[src/rtl/fifo_umbral_pkg.sv]
// Shared sizing constants and threshold reset values for the thresholded FIFO and its controller.
package fifo_umbral_pkg;

    localparam int unsigned DATA_WIDTH      = 6;
    localparam int unsigned ADDR_WIDTH      = 3;
    localparam int unsigned U_WIDTH         = 4;
    localparam int unsigned DEPTH           = 2 ** ADDR_WIDTH;
    localparam int unsigned UMBRAL_ALTO_RST = DEPTH - 1;
    localparam int unsigned UMBRAL_BAJO_RST = 1;

    // Almost-full reset value for an arbitrary address width: one below full.
    function automatic int unsigned umbral_alto_rst(input int unsigned addr_width);
        return (2 ** addr_width) - 1;
    endfunction

endpackage

[src/rtl/fifo_umbral_if.sv]
// Access, threshold and status bundle between the FIFO and its controller.
interface fifo_umbral_if #(
    parameter int unsigned DATA_WIDTH = fifo_umbral_pkg::DATA_WIDTH,
    parameter int unsigned U_WIDTH    = fifo_umbral_pkg::U_WIDTH
);

    logic                  init;
    logic [U_WIDTH-1:0]    umbral_alto;
    logic [U_WIDTH-1:0]    umbral_bajo;
    logic                  wr_enable;
    logic [DATA_WIDTH-1:0] data_in;
    logic                  rd_enable;
    logic [DATA_WIDTH-1:0] data_out;
    logic                  valid_out;
    logic                  fifo_empty;
    logic                  fifo_full;
    logic                  almost_full;
    logic                  almost_empty;
    logic                  fifo_error;
    logic [U_WIDTH-1:0]    count;

    modport master (
        output init, umbral_alto, umbral_bajo, wr_enable, data_in, rd_enable,
        input  data_out, valid_out, fifo_empty, fifo_full, almost_full, almost_empty,
        input  fifo_error, count
    );

    modport slave (
        input  init, umbral_alto, umbral_bajo, wr_enable, data_in, rd_enable,
        output data_out, valid_out, fifo_empty, fifo_full, almost_full, almost_empty,
        output fifo_error, count
    );

endinterface

[src/rtl/fifo_mem.sv]
// DEPTH x DATA_WIDTH register file: one write port, one registered read port.
module fifo_mem #(
    parameter int unsigned DATA_WIDTH = fifo_umbral_pkg::DATA_WIDTH,
    parameter int unsigned ADDR_WIDTH = fifo_umbral_pkg::ADDR_WIDTH
) (
    input  logic                  clk,
    input  logic                  reset,
    input  logic                  i_wr_en,
    input  logic [ADDR_WIDTH-1:0] i_waddr,
    input  logic [DATA_WIDTH-1:0] i_wdata,
    input  logic                  i_rd_en,
    input  logic [ADDR_WIDTH-1:0] i_raddr,
    output logic [DATA_WIDTH-1:0] o_rdata
);

    logic [DATA_WIDTH-1:0] r_mem [2**ADDR_WIDTH];
    logic [DATA_WIDTH-1:0] r_rdata;

    // Storage is deliberately not reset; pointers guarantee stale words are never read.
    always_ff @(posedge clk) begin
        if (i_wr_en) begin
            r_mem[i_waddr] <= i_wdata;
        end
    end

    // Read-before-write: a read and write to the same slot returns the old word.
    always_ff @(posedge clk) begin
        if (!reset) begin
            r_rdata <= '0;
        end else if (i_rd_en) begin
            r_rdata <= r_mem[i_raddr];
        end
    end

    assign o_rdata = r_rdata;

endmodule

[src/rtl/fifo_umbral.sv]
// Synchronous FIFO with latched almost-full/almost-empty thresholds and a sticky error flag.
module fifo_umbral #(
    parameter int unsigned DATA_WIDTH = fifo_umbral_pkg::DATA_WIDTH,
    parameter int unsigned ADDR_WIDTH = fifo_umbral_pkg::ADDR_WIDTH,
    parameter int unsigned U_WIDTH    = fifo_umbral_pkg::U_WIDTH
) (
    input  logic          clk,
    input  logic          reset,
    fifo_umbral_if.slave  fifo_if
);

    import fifo_umbral_pkg::*;

    localparam logic [U_WIDTH-1:0] LP_DEPTH    = U_WIDTH'(2 ** ADDR_WIDTH);
    localparam logic [U_WIDTH-1:0] LP_ALTO_RST = U_WIDTH'(umbral_alto_rst(ADDR_WIDTH));
    localparam logic [U_WIDTH-1:0] LP_BAJO_RST = U_WIDTH'(UMBRAL_BAJO_RST);

    logic [ADDR_WIDTH-1:0] r_wr_ptr;
    logic [ADDR_WIDTH-1:0] r_rd_ptr;
    logic [U_WIDTH-1:0]    r_count;
    logic [U_WIDTH-1:0]    r_umbral_alto;
    logic [U_WIDTH-1:0]    r_umbral_bajo;
    logic                  r_valid;
    logic                  r_error;

    logic w_empty;
    logic w_full;
    logic w_rd_acc;
    logic w_wr_acc;
    logic w_overflow;
    logic w_underflow;

    assign w_empty     = (r_count == '0);
    assign w_full      = (r_count == LP_DEPTH);
    assign w_rd_acc    = fifo_if.rd_enable && !w_empty;
    // A full FIFO still accepts a write when a read frees a slot in the same cycle.
    assign w_wr_acc    = fifo_if.wr_enable && (!w_full || w_rd_acc);
    assign w_overflow  = fifo_if.wr_enable && w_full && !w_rd_acc;
    assign w_underflow = fifo_if.rd_enable && w_empty;

    always_ff @(posedge clk) begin
        if (!reset) begin
            r_wr_ptr      <= '0;
            r_rd_ptr      <= '0;
            r_count       <= '0;
            r_valid       <= 1'b0;
            r_error       <= 1'b0;
            r_umbral_alto <= LP_ALTO_RST;
            r_umbral_bajo <= LP_BAJO_RST;
        end else begin
            r_valid <= w_rd_acc;
            if (w_wr_acc) begin
                r_wr_ptr <= r_wr_ptr + ADDR_WIDTH'(1);
            end
            if (w_rd_acc) begin
                r_rd_ptr <= r_rd_ptr + ADDR_WIDTH'(1);
            end
            if (w_wr_acc && !w_rd_acc) begin
                r_count <= r_count + U_WIDTH'(1);
            end else if (w_rd_acc && !w_wr_acc) begin
                r_count <= r_count - U_WIDTH'(1);
            end
            // A fault in the same cycle as init still sets the flag.
            if (w_overflow || w_underflow) begin
                r_error <= 1'b1;
            end else if (fifo_if.init) begin
                r_error <= 1'b0;
            end
            if (fifo_if.init) begin
                r_umbral_alto <= fifo_if.umbral_alto;
                r_umbral_bajo <= fifo_if.umbral_bajo;
            end
        end
    end

    fifo_mem #(
        .DATA_WIDTH (DATA_WIDTH),
        .ADDR_WIDTH (ADDR_WIDTH)
    ) u_fifo_mem (
        .clk     (clk),
        .reset   (reset),
        .i_wr_en (w_wr_acc),
        .i_waddr (r_wr_ptr),
        .i_wdata (fifo_if.data_in),
        .i_rd_en (w_rd_acc),
        .i_raddr (r_rd_ptr),
        .o_rdata (fifo_if.data_out)
    );

    // Out-of-range thresholds fall out of the plain compares: count never exceeds DEPTH.
    assign fifo_if.valid_out    = r_valid;
    assign fifo_if.fifo_error   = r_error;
    assign fifo_if.count        = r_count;
    assign fifo_if.fifo_empty   = w_empty;
    assign fifo_if.fifo_full    = w_full;
    assign fifo_if.almost_full  = (r_count >= r_umbral_alto);
    assign fifo_if.almost_empty = (r_count <= r_umbral_bajo);

endmodule

[src/flat_wrapper.sv]
// flat-port wrapper written by rule: the top's interface ports become plain ports
module fifo_umbral_flat import fifo_umbral_pkg::*;
#(
    parameter int unsigned DATA_WIDTH = fifo_umbral_pkg::DATA_WIDTH,
    parameter int unsigned ADDR_WIDTH = fifo_umbral_pkg::ADDR_WIDTH,
    parameter int unsigned U_WIDTH    = fifo_umbral_pkg::U_WIDTH
)
  (clk, reset, fifo_if_init, fifo_if_umbral_alto, fifo_if_umbral_bajo, fifo_if_wr_enable, fifo_if_data_in, fifo_if_rd_enable, fifo_if_data_out, fifo_if_valid_out, fifo_if_fifo_empty, fifo_if_fifo_full, fifo_if_almost_full, fifo_if_almost_empty, fifo_if_fifo_error, fifo_if_count);
  fifo_umbral_if #(.DATA_WIDTH(DATA_WIDTH), .U_WIDTH(U_WIDTH)) fifo_if_i ();
  input  logic clk;
  input  logic reset;
  input wire logic [$bits(fifo_if_i.init)-1:0] fifo_if_init;
  input wire logic [$bits(fifo_if_i.umbral_alto)-1:0] fifo_if_umbral_alto;
  input wire logic [$bits(fifo_if_i.umbral_bajo)-1:0] fifo_if_umbral_bajo;
  input wire logic [$bits(fifo_if_i.wr_enable)-1:0] fifo_if_wr_enable;
  input wire logic [$bits(fifo_if_i.data_in)-1:0] fifo_if_data_in;
  input wire logic [$bits(fifo_if_i.rd_enable)-1:0] fifo_if_rd_enable;
  output wire logic [$bits(fifo_if_i.data_out)-1:0] fifo_if_data_out;
  output wire logic [$bits(fifo_if_i.valid_out)-1:0] fifo_if_valid_out;
  output wire logic [$bits(fifo_if_i.fifo_empty)-1:0] fifo_if_fifo_empty;
  output wire logic [$bits(fifo_if_i.fifo_full)-1:0] fifo_if_fifo_full;
  output wire logic [$bits(fifo_if_i.almost_full)-1:0] fifo_if_almost_full;
  output wire logic [$bits(fifo_if_i.almost_empty)-1:0] fifo_if_almost_empty;
  output wire logic [$bits(fifo_if_i.fifo_error)-1:0] fifo_if_fifo_error;
  output wire logic [$bits(fifo_if_i.count)-1:0] fifo_if_count;
  assign fifo_if_i.init = fifo_if_init;
  assign fifo_if_i.umbral_alto = fifo_if_umbral_alto;
  assign fifo_if_i.umbral_bajo = fifo_if_umbral_bajo;
  assign fifo_if_i.wr_enable = fifo_if_wr_enable;
  assign fifo_if_i.data_in = fifo_if_data_in;
  assign fifo_if_i.rd_enable = fifo_if_rd_enable;
  assign fifo_if_data_out = fifo_if_i.data_out;
  assign fifo_if_valid_out = fifo_if_i.valid_out;
  assign fifo_if_fifo_empty = fifo_if_i.fifo_empty;
  assign fifo_if_fifo_full = fifo_if_i.fifo_full;
  assign fifo_if_almost_full = fifo_if_i.almost_full;
  assign fifo_if_almost_empty = fifo_if_i.almost_empty;
  assign fifo_if_fifo_error = fifo_if_i.fifo_error;
  assign fifo_if_count = fifo_if_i.count;
  fifo_umbral #(.DATA_WIDTH(DATA_WIDTH), .ADDR_WIDTH(ADDR_WIDTH), .U_WIDTH(U_WIDTH)) u_core (.clk(clk), .reset(reset), .fifo_if(fifo_if_i));
endmodule
[config.mk]
export PLATFORM = sky130hd
export DESIGN_NAME = fifo_umbral_flat
export DESIGN_NICKNAME = d
export VERILOG_FILES = /design/src/rtl/fifo_umbral_pkg.sv /design/src/rtl/fifo_umbral_if.sv /design/src/rtl/fifo_mem.sv /design/src/rtl/fifo_umbral.sv /design/src/flat_wrapper.sv
export SDC_FILE = /design/constraint.sdc
export NUM_CORES = 1
export LEC_CHECK = 0
export ABC_AREA = 1
export BUFFER_PORTS_ARGS = -buffer_cell sky130_fd_sc_hd__buf_2
export CAP_MARGIN = 10
export CORE_UTILIZATION = 58
export DETAILED_ROUTE_END_ITERATION = 16
export PLACE_DENSITY = 0.82
export RECOVER_POWER = 100
export SETUP_SLACK_MARGIN = 0.5
export SYNTH_ARGS = -nofsm -noshare
export SYNTH_HDL_FRONTEND = slang
export SYNTH_SLANG_ARGS = --single-unit
[constraint.sdc]
create_clock -name clk -period 2.79 [get_ports clk]
set_input_delay 0 -clock clk [delete_from_list [all_inputs] [get_ports clk]]
set_output_delay 0 -clock clk [all_outputs]
set_load 0.01 [all_outputs]
# Word level (Yosys, flattened, before mapping)
# Memory sizes are Yosys's and may differ from the RTL's. A register that Yosys moved wholly into a read port is not among the register bits.
# Cells that the tools add are included.
totals:
  elab_cells: 38
  reg_bits: 20
  ram_bits: 48
  memories: 1
mem_list:
  columns: ["name", "words", "word_bits", "read_ports", "rd_ports_with_merged_regs", "write_ports", "line", "text"]
  rows:
  - ["u_core.u_fifo_mem.r_mem", 8, 6, 1, 1, 1, "fifo_mem.sv:16", "logic [DATA_WIDTH-1:0] r_mem [2**ADDR_WIDTH];"]
classes:
  addsub: 4
  order_cmp: 2
  mux: 6
  reduce_logical: 17
  eq_ne: 1
op_table:
  columns: ["op", "n"]
  rows:
  - ["2-to-1 mux 4 bit", 2]
  - ["logical AND 1 bit", 7]
  - ["adder 3 x 1 -> 3 bit, second input constant", 2]
  - ["zero test 1 bit", 5]
  - ["adder 4 x 1 -> 4 bit, second input constant", 1]
  - ["equality test 4 bit, second input constant", 1]
  - ["greater-or-equal comparator 4 bit", 1]
  - ["<= comparator 4 bit", 1]
  - ["zero test 4 bit", 1]
  - ["2-to-1 mux 1 bit", 4]
  - ["nonzero test 2 bit", 2]
  - ["subtractor 4 x 1 -> 4 bit, second input constant", 1]
  - ["logical OR 1 bit", 2]

# Logic depth before layout (Yosys ltp)
logic_depth:
  depth_word: 9
  ltp_mapped: 14

# Hierarchy
# A second synthesis with hierarchy kept.
hier_totals:
  hier_cells: 373
  hier_area_um2: 3449.6
by_module_without_submodules:
  columns: ["mod", "instances", "area_per_inst_um2", "cells_each", "seq_area_each_um2"]
  rows:
  - ["fifo_mem", 1, 2343.5, 232, 1561.5]
  - ["fifo_umbral", 1, 1106.1, 141, 400.4]

# Worst setup path after synthesis
# OpenSTA, ideal clock, no wires.
synth_timing:
  path_type: "register to register"
  startpoint: "reg u_core.r_count[1] (netlist: u_core.fifo_if.count[1])"
  endpoint: "reg u_core.r_count[3] (netlist: u_core.fifo_if.count[3])"
  t_required_ps: 2720
  path_slack_ps: 749
  path_stages_with_launch: 14
  setup_time_ps: 70
  period_less_slack_ps: 2041
  t_arrival_ps: 1971
  cell_sequence: "dfxtp_1 > nor2_2 > nand3_2 > nand2_4 > buf_6 > ha_1 > inv_1 > ha_1 > or2_1 > nand2_1 > nand3_1 > nand2_1 > nand2_1 > a21oi_1"
synth_via:
  elab_chain_cells: 8
  word_cells_on_any_way: 16
synth_lines:
  columns: ["element", "line", "text"]
  rows:
  - ["start, declared", "fifo_umbral.sv:20", "logic [U_WIDTH-1:0] r_count;"]
  - ["start signal, assigned", "fifo_umbral.sv:59", "r_count <= r_count + U_WIDTH'(1);"]
  - ["start signal, assigned", "fifo_umbral.sv:61", "r_count <= r_count - U_WIDTH'(1);"]
  - ["parallel branches: the longest is 8 deep, another holds subtractor 4 x 1 -> 4 bit", null, null]
# Parallel ways; which one is timed is not known. The select of a mux whose other input is x is not followed.
# A chain may end at the register's enable or synchronous reset.

==> impl_metrics.prom <==
# TYPE chip_impl_metric gauge
chip_impl_info{name="run_status",value="finished clean"} 1
chip_impl_metric{name="floorplan.io_pins",unit=""} 35
chip_impl_metric{name="detailroute.via_count",unit=""} 2769
chip_impl_metric{name="layout_setup_ws",unit="ns"} 0.4167
chip_impl_metric{name="power_per_cell_area",unit="nW/um2"} 836.6
chip_impl_metric{name="drt-vias-per-instance",unit=""} 5.483
chip_impl_info{name="regToRegStartpoint",value="u_core.fifo_if.count[1]"} 1
chip_impl_metric{name="r2r_slack",unit="ns"} 0.47
chip_impl_metric{name="grt_overflow",unit=""} 0
chip_impl_metric{name="dr.first_iter.drc_count",unit=""} 392
chip_impl_metric{name="fin_tns_setup",unit="ns"} 0
chip_impl_metric{name="worst_skew_pair.late_latency",unit="ns"} 0.35
chip_impl_metric{name="remaining_number_of_nets_flagged_by_the_antenna_check_after_routing",unit=""} 0
chip_impl_metric{name="synth_edf_count",unit=""} 48
chip_impl_info{name="rr_endpoint",value="u_core.fifo_if.count[3]"} 1
chip_impl_metric{name="first_pass_iters",unit=""} 5
chip_impl_info{name="yosysMostFrequentCell",value="nand2_1"} 1
chip_impl_metric{name="r2r.worst_path.cells",unit=""} 12
chip_impl_metric{name="floorplan.core_area",unit="um2"} 5608
chip_impl_metric{name="post-place-ws",unit="ns"} 0.6240
chip_impl_info{name="min-delay-path-class",value="in2reg"} 1
chip_impl_metric{name="totalWireLength",unit="um"} 8198
chip_impl_metric{name="detail_route.drc_violations",unit=""} 0
chip_impl_metric{name="max_cap_viol_count",unit=""} 0
chip_impl_metric{name="clk_pin_slew",unit="ns"} 0.08
chip_impl_metric{name="die_area",unit="um2"} 6205
chip_impl_info{name="ys_dominant_reg_cell",value="edfxtp_1"} 1
chip_impl_info{name="synth_area_leader_cell",value="edfxtp_1"} 1
chip_impl_metric{name="detailed_place_hpwl",unit="um"} 4887
chip_impl_metric{name="areaGrowthSynthToFinish",unit="%"} 19.40
chip_impl_metric{name="skew",unit="ns"} 0.009413
chip_impl_metric{name="initial_cell_density_of_the_core",unit="%"} 60.95
chip_impl_info{name="tritoncts",value="yes"} 1
chip_impl_info{name="hold_path_startpoint",value="fifo_if_umbral_bajo[3]"} 1
chip_impl_metric{name="fin_crit_sh",unit="%"} 85.06
chip_impl_metric{name="ctsLongestPathBuffers",unit=""} 2
chip_impl_info{name="critPathLaunchType",value="input pin"} 1
chip_impl_metric{name="netlist_area",unit="um2"} 3418
chip_impl_metric{name="fin_util",unit="%"} 72.78
chip_impl_info{name="cts_root_buf",value="clkbuf_8"} 1
chip_impl_metric{name="fmax",unit="MHz"} 421.4
chip_impl_metric{name="timing.final.hold_violations",unit=""} 0
chip_impl_metric{name="diodes",unit=""} 0
chip_impl_metric{name="grt_antenna_before_repair",unit=""} 0
chip_impl_metric{name="cts_sinks",unit=""} 74
chip_impl_metric{name="slew_viol_final",unit=""} 0
chip_impl_metric{name="die_height",unit="um"} 78.77
chip_impl_metric{name="synth-async-reset-ratio",unit="%"} 0
chip_impl_metric{name="worst_slew_pin_slew",unit="ns"} 0.7344
chip_impl_metric{name="num_rows",unit=""} 27
chip_impl_info{name="rsz0062_at_grt",value="no"} 1
chip_impl_metric{name="finalWeightedCongestion",unit=""} 0.8946
chip_impl_metric{name="largest_net_degree_at_the_start_of_global_routing",unit=""} 27
chip_impl_metric{name="groute.usage.overall",unit="%"} 27.32
chip_impl_metric{name="wire_length_of_the_first_global_routing_pass",unit="um"} 12380
chip_impl_metric{name="worst-endpoint-required",unit="ns"} 3.03
chip_impl_metric{name="wl_per_cell",unit="um"} 16.23
chip_impl_info{name="synth_cell_count_leaders",value="nand2_1, inv_1, edfxtp_1"} 1
chip_impl_metric{name="synth-warning-count",unit=""} 0
chip_impl_metric{name="die_width",unit="um"} 78.77
chip_impl_info{name="setup.worst_path.class",value="in2reg"} 1
chip_impl_metric{name="synth_area_per_cell",unit="um2"} 9.469
chip_impl_metric{name="worst_slew_margin",unit="%"} 50.86
chip_impl_metric{name="ys_seq_area_share",unit="%"} 57.39
chip_impl_metric{name="setup-violations-final",unit=""} 0
chip_impl_metric{name="max-vdd-ir-drop",unit="V"} 0.0006591
chip_impl_metric{name="crit_arrival",unit="ns"} 2.61
chip_impl_metric{name="cts_made_buffers",unit=""} 9
chip_impl_metric{name="synth-seq-cells",unit=""} 74
chip_impl_metric{name="final.min_clock_period",unit="ns"} 2.373
chip_impl_metric{name="p_leak",unit="nW"} 1.789
chip_impl_metric{name="synthDistinctLibCells",unit=""} 29
chip_impl_metric{name="grt_pass1_vias",unit=""} 2544
chip_impl_metric{name="port_buffers",unit=""} 34
chip_impl_metric{name="fillers",unit=""} 388
chip_impl_metric{name="yosysTopAreaCellShare",unit="%"} 42.17
chip_impl_metric{name="final_layout_size_suffix_gt1_share",unit="%"} 12.93
chip_impl_metric{name="synthesis.nets",unit=""} 394
chip_impl_metric{name="synth_cells",unit=""} 361
chip_impl_metric{name="total_power",unit="mW"} 3.415
chip_impl_info{name="hold-path-endpoint",value="u_core.r_umbral_bajo[3]"} 1
chip_impl_metric{name="layout.nets",unit=""} 461
chip_impl_metric{name="cts_htree_levels",unit=""} 3
chip_impl_metric{name="timing.hold.worst_path_depth",unit=""} 3
chip_impl_info{name="synth_area_leaders",value="edfxtp_1, dfxtp_1, nand2_1, inv_1, nand3_1"} 1
chip_impl_info{name="cp_capture_type",value="register"} 1
chip_impl_metric{name="worst-path-max-fanout",unit=""} 13
[layout by cell type (no fill, tap or decap), types with 2 or more instances in the layout]
master / instances
dlygate4sd3_1: 23
xor2_1: 2
a21oi_1: 20
ha_1: 13
nor2_1: 15
clkinv_1: 2
nand2_1: 86
dfxtp_1: 26
inv_2: 4
buf_2: 16
edfxtp_1: 48
clkbuf_1: 18
clkbuf_8: 9
or2_0: 2
o21ai_0: 15
buf_4: 10
nand2_2: 5
nand4_1: 2
nand3_1: 43
inv_1: 57
a21oi_2: 4
bufinv_16: 3
[metal layers]
metal  up-vias  share of wire, %  track usage (%)
met3        29               7.6            6.782
li1       1313                 -                -
met5         -                 0                0
met2       158                50            43.65
met1      1269                40            35.02
met4         0               2.6            12.59
[cell families (layout without fill, tap and decap cells)]
logic type	Yosys count	in the layout	synth area share [%]
simple gates	156	156	20.53
flops	74	74	57.39
buf+inv	74	146	9.371
compound gates	41	41	6.845
fa+ha+maj	14	14	5.344
xor+xnor	2	2	0.5125
[registers in the layout, indices dropped and copies added (netlist names)]
name                       flops
u_core.u_fifo_mem.r_mem       48
u_core.u_fifo_mem.o_rdata      6
u_core.fifo_if.count           4
u_core.r_umbral_alto           4
u_core.r_umbral_bajo           4
u_core.r_rd_ptr                3
u_core.r_wr_ptr                3
u_core.fifo_if.fifo_error      1
u_core.fifo_if.valid_out       1
[how the worst max path moves through the flow]
stage / cells past startpoint / end / startpoint
after detailed placement: 13 / u_core.fifo_if.count[3] / u_core.fifo_if.count[1]
after global placement: 12 / u_core.fifo_if.count[3] / u_core.fifo_if.count[1]
after global routing: 12 / u_core.fifo_if.count[3] / u_core.fifo_if.count[1]
after CTS: 12 / u_core.fifo_if.count[3] / u_core.fifo_if.count[1]
after floorplan: 13 / u_core.fifo_if.count[3] / u_core.fifo_if.count[1]
final: 7 / u_core.r_umbral_alto[1] / reset
[final cells by class]
cell class                 count  area [um2]  share of cell area [%]
clock inverter                 6       105.1                   2.575
sequential                    74        1962                   48.07
clock buffer                  10       127.6                   3.127
inverter                      63       240.2                   5.886
multi-input combinational    213        1100                   26.95
timing repair buffer          67       456.7                   11.19
tap                           72       90.09                   2.207
[metrics by stage]
step           instances  hold WS, ns  area [um2]
2_1_floorplan        361      0.09887        3418
4_1_cts              495     0.003546        4058
3_3_place_gp         457       0.2098        3605
6_report             505      0.02237        4081
5_1_grt              505      0.02132        4081
3_5_place_dp         457       0.2198        3605
[power breakdown]
group | switching, mW | leakage, nW | internal, mW
clock | 0.387 | 0.112 | 0.588
sequential | 0.121 | 0.651 | 1.27
combinational | 0.670 | 1.03 | 0.374
[critical path, cell delays in order]
cell           delay, ns
dlygate4sd3_1       0.52
clkbuf_4            0.22
clkinvlp_2          0.30
a21oi_1             0.26
dlygate4sd3_1       0.60
o21ai_0             0.12
dlygate4sd3_1       0.58
[repair_timing]
action / in CTS / in global routing
hold endpoints to repair: 56 / 1
buffers inserted: 0 / 9
gates resized for setup: 0 / 7
setup endpoints to repair: 0 / 4
hold buffers: 22 / 1
(Power assumes the default switching activity.)
